===== src/rtl/tdm_pkg.sv =====
// Shared TDM definitions: FSM states, slot-counter sizing and the channel
// defaults that the mux-side framer also uses.
package tdm_pkg;

  typedef enum logic {
    ST_HUNT = 1'b0,
    ST_LOCK = 1'b1
  } tdm_state_e;

  localparam int unsigned TDM_DEF_CHANNELS = 4;
  localparam int unsigned TDM_DEF_WIDTH    = 2;

  // Bits needed to hold slot indices 0..ch-1 (at least one bit).
  function automatic int unsigned tdm_slot_w(input int unsigned ch);
    return (ch <= 2) ? 1 : $clog2(ch);
  endfunction

endpackage


===== src/rtl/tdm_slot_counter.sv =====
// Modulo-CHANNELS slot counter with clear, load-to-1 and advance controls.
module tdm_slot_counter
  import tdm_pkg::*;
#(
  parameter int unsigned CHANNELS = TDM_DEF_CHANNELS,
  parameter int unsigned SW       = tdm_slot_w(CHANNELS)
) (
  input  logic          clk,
  input  logic          rst,
  input  logic          clr,
  input  logic          load1,
  input  logic          en,
  output logic [SW-1:0] count,
  output logic          last
);

  logic [SW-1:0] r_count;

  // Slot register: clear beats load, load beats advance; wraps at CHANNELS-1.
  always_ff @(posedge clk) begin
    if (rst || clr) begin
      r_count <= '0;
    end else if (load1) begin
      r_count <= SW'(1);
    end else if (en) begin
      if (r_count == SW'(CHANNELS - 1)) begin
        r_count <= '0;
      end else begin
        r_count <= r_count + 1'b1;
      end
    end
  end

  assign count = r_count;
  assign last  = (r_count == SW'(CHANNELS - 1));

endmodule


===== src/rtl/tdm_demux.sv =====
// TDM receive demultiplexer: tracks frame alignment from the SOF marker and
// steers each sample into its channel holding register with a valid strobe.
module tdm_demux
  import tdm_pkg::*;
#(
  parameter int unsigned CHANNELS = TDM_DEF_CHANNELS,
  parameter int unsigned WIDTH    = TDM_DEF_WIDTH
) (
  input  logic                      clk,
  input  logic                      rst,
  input  logic                      in_valid,
  input  logic [WIDTH-1:0]          in_data,
  input  logic                      in_sof,
  output logic [CHANNELS*WIDTH-1:0] ch_data,
  output logic [CHANNELS-1:0]       ch_valid,
  output logic                      frame_done,
  output logic                      locked,
  output logic                      sync_err
);

  localparam int unsigned SW = tdm_slot_w(CHANNELS);

  tdm_state_e r_state, w_state_nxt;

  logic [SW-1:0]       w_slot;
  logic                w_last;
  logic                w_cnt_clr;
  logic                w_cnt_load1;
  logic                w_cnt_en;
  logic                w_wr_en;
  logic                w_wr_zero;
  logic                w_err;
  logic [CHANNELS-1:0] w_wr;

  logic [CHANNELS*WIDTH-1:0] r_ch_data;
  logic [CHANNELS-1:0]       r_ch_valid;
  logic                      r_frame_done;
  logic                      r_locked;
  logic                      r_sync_err;

  tdm_slot_counter #(
    .CHANNELS (CHANNELS),
    .SW       (SW)
  ) u_slot (
    .clk   (clk),
    .rst   (rst),
    .clr   (w_cnt_clr),
    .load1 (w_cnt_load1),
    .en    (w_cnt_en),
    .count (w_slot),
    .last  (w_last)
  );

  // FSM state register.
  always_ff @(posedge clk) begin
    if (rst) begin
      r_state <= ST_HUNT;
    end else begin
      r_state <= w_state_nxt;
    end
  end

  // Next-state, slot-counter control and write-target selection per beat.
  always_comb begin
    w_state_nxt = r_state;
    w_cnt_clr   = 1'b0;
    w_cnt_load1 = 1'b0;
    w_cnt_en    = 1'b0;
    w_wr_en     = 1'b0;
    w_wr_zero   = 1'b0;
    w_err       = 1'b0;
    if (in_valid) begin
      unique case (r_state)
        ST_HUNT: begin
          if (in_sof) begin
            w_wr_en     = 1'b1;
            w_wr_zero   = 1'b1;
            w_cnt_load1 = 1'b1;
            w_state_nxt = ST_LOCK;
          end
        end
        ST_LOCK: begin
          if (in_sof) begin
            // Expected SOF and early SOF both realign onto channel 0.
            w_err       = (w_slot != '0);
            w_wr_en     = 1'b1;
            w_wr_zero   = 1'b1;
            w_cnt_load1 = 1'b1;
          end else if (w_slot != '0) begin
            w_wr_en  = 1'b1;
            w_cnt_en = 1'b1;
          end else begin
            w_err       = 1'b1;
            w_cnt_clr   = 1'b1;
            w_state_nxt = ST_HUNT;
          end
        end
        default: w_state_nxt = ST_HUNT;
      endcase
    end
  end

  // One-hot channel write enable from the current slot (or channel 0 on SOF).
  always_comb begin
    w_wr = '0;
    for (int unsigned k = 0; k < CHANNELS; k++) begin
      if (w_wr_zero) begin
        w_wr[k] = w_wr_en && (k == 0);
      end else begin
        w_wr[k] = w_wr_en && (w_slot == SW'(k));
      end
    end
  end

  // Output registers: channel holding data plus single-cycle strobes.
  always_ff @(posedge clk) begin
    if (rst) begin
      r_ch_data    <= '0;
      r_ch_valid   <= '0;
      r_frame_done <= 1'b0;
      r_locked     <= 1'b0;
      r_sync_err   <= 1'b0;
    end else begin
      for (int unsigned k = 0; k < CHANNELS; k++) begin
        if (w_wr[k]) begin
          r_ch_data[k*WIDTH +: WIDTH] <= in_data;
        end
      end
      r_ch_valid   <= w_wr;
      r_frame_done <= w_cnt_en && w_last;
      r_locked     <= (w_state_nxt == ST_LOCK);
      r_sync_err   <= w_err;
    end
  end

  assign ch_data    = r_ch_data;
  assign ch_valid   = r_ch_valid;
  assign frame_done = r_frame_done;
  assign locked     = r_locked;
  assign sync_err   = r_sync_err;

endmodule


===== config.mk =====
export PLATFORM = sky130hd
export DESIGN_NAME = tdm_demux
export DESIGN_NICKNAME = d
export VERILOG_FILES = /design/src/rtl/tdm_pkg.sv /design/src/rtl/tdm_slot_counter.sv /design/src/rtl/tdm_demux.sv
export SDC_FILE = /design/constraint.sdc
export NUM_CORES = 1
export LEC_CHECK = 0
export BUFFER_PORTS_ARGS = -buffer_cell sky130_fd_sc_hd__buf_2
export CORE_MARGIN = 2
export CORE_UTILIZATION = 52
export CTS_CLUSTER_SIZE = 20
export DETAILED_ROUTE_END_ITERATION = 10
export GPL_TIMING_DRIVEN = 0
export PLACE_DENSITY = 0.88
export SYNTH_ARGS = -nofsm -noshare
export SYNTH_HDL_FRONTEND = slang
export SYNTH_SLANG_ARGS = --single-unit

===== constraint.sdc =====
create_clock -name clk -period 3.64 [get_ports clk]
set_clock_uncertainty 0.2 [all_clocks]
set_input_delay 0.728 -clock clk [delete_from_list [all_inputs] [get_ports clk]]
set_output_delay 0.728 -clock clk [all_outputs]
set_load 0.05 [all_outputs]

==> load_flow_metrics.sql, run 1 <==
INSERT INTO impl_metrics (metric_group, metric, value, unit) VALUES
('status', 'outcome', 'finished, final reports clean', ''),
('yosys', 'ys_seq_elements', '17', ''),
('final_layout', 'multi_input_gate_area', '363', 'um^2'),
('sta', 'period_share', '0.547', ''),
('placed_design', 'place_congestion', '0.829', ''),
('route', 'wirelength', '1.29', 'mm'),
('worst_setup_path', 'crit_path_buffers_inverters', '1', ''),
('route', 'met3RoutedLength', '52', 'um'),
('clocking', 'number_of_clock_sinks_seen_by_cts', '17', ''),
('sta', 'setup_tns', '0', 'ns'),
('sta', 'drv_slew', '0', ''),
('yosys', 'synth_fa_ha_area_frac', '0.103', ''),
('yosys', 'synthesis.instances', '69', ''),
('worst_setup_path', 'reg2reg_slack', '1.76', 'ns'),
('yosys', 'synth_cell_types', '18', ''),
('sta', 'fmax', '0.503', 'GHz'),
('placed_design', 'port_buffers', '20', ''),
('route', 'dr_wl_met2', '600', 'um'),
('yosys', 'synthesized_area_fraction_occupied_by_and_or_nand_nor_cells', '0.226', ''),
('placed_design', 'pre_cts_ws', '1.58', 'ns'),
('power', 'power.density', '384', 'nW/um^2'),
('route', 'dr.pass1.iters', '4', ''),
('power', 'power', '334', 'uW'),
('worst_setup_path', 'cpLargestDelayFamily', 'flip-flops', ''),
('placed_design', 'dp.final_hpwl', '955', 'um'),
('final_layout', 'area.sequential', '340', 'um^2'),
('yosys', 'post-synth-top-area-fraction', '0.469', ''),
('yosys', 'synth-warning-count', '0', ''),
('die', 'design.portCount', '21', ''),
('worst_setup_path', 'crit_path_cell_trace', 'buf_2', ''),
('clocking', 'post_cts.resized_instances', '0', ''),
('grt', 'track_usage', '0.177', ''),
('yosys', 'synthTopCellsByArea', 'dfxtp_1, mux2i_1, ha_1', ''),
('yosys', 'synth.largest_area_cell', 'dfxtp_1', ''),
('route', 'via_count', '541', ''),
('final_layout', 'layout-drive-gt1-share', '0.312', ''),
('yosys', 'synth_async_sr_flop_share', '0', ''),
('clocking', 'clock_path_buffers', '2', ''),
('die', 'start_util', '0.558', ''),
('placed_design', 'place_area', '845', 'um^2'),
('sta', 'setup_viol', '0', ''),
('clocking', 'insertion_delay', '0.29', 'ns'),
('final_layout', 'syn2layout_area_growth', '20.0', '%'),
('route', 'drcViolationCount', '0', ''),
('die', 'row_count', '13', ''),
('worst_setup_path', 'slowest_delay', '0.46', 'ns'),
('clocking', 'postCtsSetupBuffers', '0', ''),
('yosys', 'synth.cells.most_frequent', 'dfxtp_1, nand2b_1, mux2i_1', ''),
('yosys', 'dominant_combinational_cell_family_by_area_after_synthesis', 'simple AND/OR/NAND/NOR gates', ''),
('sta', 'timing.final.ws_setup', '1.65', 'ns'),
('grt', 'grt_start_max_net_pins', '11', ''),
('run', 'max-cap-violations', '0', ''),
('clocking', 'htree_levels', '1', ''),
('route', 'vias_cell', '5.01', ''),
('clocking', 'clock_tree_from_tritoncts', 'yes', ''),
('clocking', 'post_cts_hold_buffer_count', '0', ''),
('worst_setup_path', 'startpoint_type', 'flip-flop', ''),
('clocking', 'cts.root.buffer_cell', 'clkbuf_4', ''),
('yosys', 'synth_flop_cell', 'dfxtp_1', ''),
('final_layout', 'utilization', '0.669', ''),
('die', 'core_area', '1300', 'um^2'),
('die', 'die_w', '41.4', 'um'),
('final_layout', 'antenna_cells_inserted', '0', ''),
('yosys', 'syn-num-nets', '81', ''),
('yosys', 'synth_most_common_cell', 'dfxtp_1', ''),
('yosys', 'mapped_avg_cell_area', '10.5', 'um^2'),
('yosys', 'synth_sequential_area_ratio', '0.469', ''),
('yosys', 'xor_and_xnor_area_share_after_synthesis', '0', ''),
('sta', 'timing.final.crit_period', '1.99', 'ns'),
('yosys', 'synth_enable_flop_cells', '0', ''),
('power', 'vdd_ir_drop_max', '0.201', 'mV');
[cells in the final DEF, fill, tap and decap left out]
master,Yosys,routed
nand3_2,1,1
a21oi_1,1,1
mux2i_1,9,9
clkbuf_1,0,1
nor2_1,5,5
and4b_2,1,1
clkbuf_4,0,3
nand2_1,6,6
nor3b_1,2,2
a21o_1,1,1
or3_1,1,1
nand2b_1,10,10
ha_1,6,6
nand3_1,1,1
inv_1,4,4
dfxtp_1,17,17
buf_2,0,20
and4bb_2,1,1
buf_4,1,1
a31oi_2,1,1
a31o_2,1,1
[state kept, by name, indices dropped and copies added, names as in the netlist]
register and count:
ch_data 8, ch_valid 4, u_slot.count 2, frame_done 1
locked 1, sync_err 1
[routing by layer]
| metal | vias up | GRT usage |
|---|---|---|
| li1 | 283 | - |
| met1 | 239 | 0.225 |
| met2 | 14 | 0.270 |
| met3 | 5 | 0.0479 |
| met4 | 0 | 0.0968 |
| met5 | - | 0 |
[per-stage QoR]
| stage | cells | hold WS, ns |
|---|---|---|
| final | 108 | 0.278 |
| after global routing | 108 | 0.302 |
| after CTS | 108 | 0.283 |
| after detailed placement | 104 | 0.269 |
| after global placement | 104 | 0.259 |
| after floorplan | 69 | 0.316 |
[layout make-up]
class	instances	area share
Buffer	1	0.00862
Clock buffer	4	0.0302
Inverter	4	0.0172
Multi-Input combinational cell	47	0.417
Sequential cell	17	0.391
Tap cell	15	0.0216
Timing Repair Buffer	20	0.115
[report_power, final]
part           internal [uW]  switching, uW  total, uW
registers                190           3.47        193
clock network           42.7           59.1        102
logic                   14.0           25.2       39.3
total                    247           87.8        334
[worst paths after layout]
kind	startpoint	endpoint	cells past startpoint
setup / recovery	locked$_SDFFE_PP0P_	locked	1
hold / removal	ch_data[7]$_SDFFE_PP0P_	ch_data[7]$_SDFFE_PP0P_	2
setup reg to reg	u_slot.count[0]$_SDFFE_PP0P_	ch_data[2]$_SDFFE_PP0P_	6
hold reg to reg	ch_data[7]$_SDFFE_PP0P_	ch_data[7]$_SDFFE_PP0P_	2
[logic make-up (layout without fill, tap and decap cells)]
family / Yosys count / after routing
mux: 9 / 9
flops: 17 / 17
compound gates: 4 / 4
buf+inv: 5 / 29
fa+ha+maj: 6 / 6
simple gates: 28 / 28
Note: power is estimated with default switching activity, not from simulation.
==> run 2: changes to the inputs <==
- CORE_UTILIZATION: 52 -> 43
- PLACE_DENSITY: 0.88 -> 0.79
- clock period: 3.64 -> 1.66 ns (I/O delays scaled with it)
==> load_flow_metrics.sql, run 2 (synthesized netlist as in run 1, its figures left out) <==
INSERT INTO impl_metrics (metric_group, metric, value, unit) VALUES
('power', 'power.switching', '198', 'uW'),
('sta', 'setup_viol', '0', ''),
('route', 'dr.pass1.iters', '4', ''),
('placed_design', 'place_congestion', '0.762', ''),
('die', 'die_w', '45.1', 'um'),
('sta', 'rsz_0062_raised_after_global_routing', 'true', ''),
('grt', 'grt_pass1_vias', '574', ''),
('power', 'power.density', '752', 'nW/um^2'),
('worst_setup_path', 'crit_required', '1.64', 'ns'),
('final_layout', 'layout-drive-gt1-share', '0.480', ''),
('die', 'core_area', '1540', 'um^2'),
('sta', 'fmax', '0.611', 'GHz'),
('power', 'power_report.internal_total', '557', 'uW'),
('final_layout', 'multi_input_gate_area', '448', 'um^2'),
('route', 'wirelength', '1.43', 'mm'),
('route', 'post_detailed_route_count_of_antenna_violating_nets', '0', ''),
('worst_hold_path', 'min-delay-start', 'in_sof', ''),
('final_layout', 'antenna_cells_inserted', '0', ''),
('route', 'vias_cell', '4.80', ''),
('die', 'start_util', '0.471', ''),
('final_layout', 'area.sequential', '347', 'um^2'),
('route', 'via_count', '547', ''),
('power', 'seqPwrFrac', '0.562', ''),
('power', 'swShare', '0.262', ''),
('placed_design', 'port_buffers', '20', ''),
('sta', 'report.final.hold_viol_count', '0', ''),
('grt', 'grt_first_pass_wirelength', '2.32', 'mm'),
('final_layout', 'fillerInstances', '115', ''),
('sta', 'drv_slew', '0', ''),
('final_layout', 'mostFrequentLayoutCells', 'buf_2, dfxtp_1, nand2b_1, mux2i_1, buf_4', ''),
('die', 'row_count', '14', ''),
('final_layout', 'syn2layout_area_growth', '38.3', '%'),
('grt', 'antenna_violations_before_repair', '0', ''),
('clocking', 'number_of_clock_sinks_seen_by_cts', '17', ''),
('clocking', 'clock_tree_from_tritoncts', 'yes', ''),
('worst_setup_path', 'reg2reg_to', 'ch_data[7]$_SDFFE_PP0P_', ''),
('die', 'die_h', '45.1', 'um'),
('worst_setup_path', 'startpoint_type', 'flip-flop', ''),
('power', 'p_comb_frac', '0.153', ''),
('worst_setup_path', 'critical_path_class', 'flip-flop to flip-flop', ''),
('grt', 'grt_start_max_net_pins', '11', ''),
('worst_setup_path', 'most_numerous_cell_on_the_critical_path', 'ha_4', ''),
('clocking', 'clkTransAtPathRegs', '0.09', 'ns'),
('sta', 'hold-worst-slack', '0.146', 'ns'),
('worst_hold_path', 'min_delay_path_depth', '3', ''),
('die', 'design.portCount', '21', ''),
('worst_setup_path', 'reg2regPathDepth', '6', ''),
('sta', 'period_share', '0.986', ''),
('final_layout', 'number_of_flip_flops_in_the_largest_register', '8', ''),
('final_layout', 'utilization', '0.651', ''),
('worst_setup_path', 'slowest_delay', '0.40', 'ns'),
('worst_setup_path', 'crit_arrival', '1.62', 'ns'),
('worst_setup_path', 'reg2reg_slack', '0.02', 'ns'),
('route', 'wire_per_inst', '12.6', 'um'),
('status', 'outcome', 'finished, final reports clean', ''),
('die', 'dieArea', '2030', 'um^2'),
('worst_setup_path', 'critical-path-slowest-cell', 'and4bb_4', ''),
('sta', 'timing_worst_slew_pin_value', '0.253', 'ns'),
('sta', 'timing.final.crit_period', '1.64', 'ns'),
('route', 'drcViolationCount', '0', ''),
('clocking', 'clock_path_buffers', '2', ''),
('worst_setup_path', 'critical_path.max_fanout', '3', ''),
('clocking', 'htree_levels', '1', ''),
('final_layout', 'layout.cells.most_common', 'buf_2', ''),
('route', 'drt_first_iter_violations', '5', ''),
('worst_setup_path', 'crit_path_cell_trace', 'inv_4, ha_4, ha_4, and4bb_4, nand2_4, mux2i_1', ''),
('run', 'max-cap-violations', '0', ''),
('grt', 'track_usage', '0.156', ''),
('power', 'power.clock.fraction', '0.285', ''),
('power', 'vdd_ir_drop_max', '0.438', 'mV'),
('clocking', 'insertion_delay', '0.28', 'ns'),
('worst_setup_path', 'critical_path_endpoint_category', 'flip-flop', ''),
('clocking', 'cts-buffers-inserted', '3', ''),
('power', 'cellLeakagePower', '0.000540', 'uW'),
('final_layout', 'fin_nets', '111', ''),
('worst_hold_path', 'min-delay-path-class', 'input port to flip-flop', ''),
('worst_setup_path', 'regToRegStartpoint', 'u_slot.count[0]$_SDFFE_PP0P_', ''),
('clocking', 'cts.root.buffer_cell', 'clkbuf_4', ''),
('sta', 'max_slew_margin', '0.833', ''),
('worst_hold_path', 'min_delay_worst_endpoint', 'locked$_SDFFE_PP0P_', ''),
('grt', 'gr-total-overflow', '0', ''),
('placed_design', 'dp.final_hpwl', '979', 'um');
run 2: cell types whose count changed in the layout (fill, tap and decap cells not counted), sizes merged:
cell	previous run	this run
buf	21	26
run 2: worst max-delay path, delay by kind of cell (launching register included):
kind / cells / cell delay (ns)
fa+ha+maj: 2 / 0.32
buf+inv: 1 / 0.04
flops: 1 / 0.37
mux: 1 / 0.12
simple gates: 2 / 0.48
run 2: power groups by stage:
stage | clock (uW) | sequential, uW | combinational (uW)
final | 215 | 424 | 115
after global routing | 235 | 425 | 124
after floorplan | 0 | 457 | 38.9
after CTS | 222 | 424 | 101
after global placement | 0 | 434 | 85.0
after detailed placement | 0 | 434 | 87.5
run 2: routing by layer:
metal	routed length, um	track usage	vias up	share of wire
met5	0	0	-	0
met4	0	0.0588	0	0
met3	45	0.0480	0	0.031
met2	719	0.266	11	0.50
met1	666	0.182	250	0.47
li1	-	-	286	-
run 2: layout make-up:
class,instances,share of cell area
Sequential cell,17,0.345
Timing Repair Buffer,25,0.137
Multi-Input combinational cell,47,0.446
Clock buffer,4,0.0262
Tap cell,16,0.0200
Inverter,4,0.0175
Buffer,1,0.00748
run 2: repair_timing:
item                       CTS  global route
pin swaps                    6             6
hold buffers                 0             0
gates resized for setup     11             7
setup endpoints to repair   10             8
buffers inserted             3             2
run 2: worst max-delay path by stage:
stage / startpoint / endpoint / slack, ns
after floorplan: u_slot.count[1]$_SDFFE_PP0P_ / u_slot.count[0]$_SDFFE_PP0P_ / 0.03
after global placement: u_slot.count[1]$_SDFFE_PP0P_ / ch_data[5]$_SDFFE_PP0P_ / -0.05
after detailed placement: u_slot.count[1]$_SDFFE_PP0P_ / ch_data[4]$_SDFFE_PP0P_ / -0.08
after CTS: u_slot.count[0]$_SDFFE_PP0P_ / ch_data[4]$_SDFFE_PP0P_ / -0.002
after global routing: u_slot.count[0]$_SDFFE_PP0P_ / ch_data[5]$_SDFFE_PP0P_ / -0.03
final: u_slot.count[0]$_SDFFE_PP0P_ / ch_data[7]$_SDFFE_PP0P_ / 0.02
run 2: stage by stage:
stage	area [um^2]	instances	power (uW)	setup TNS [ns]	setup slack, ns
2_1_floorplan	734	69	496	0	0.0277
6_report	1000	114	755	0	0.0231
5_1_grt	1000	114	784	-0.117	-0.0312
3_5_place_dp	855	105	522	-0.472	-0.0811
4_1_cts	948	112	747	-0.00465	-0.00234
3_3_place_gp	855	105	519	-0.258	-0.0501
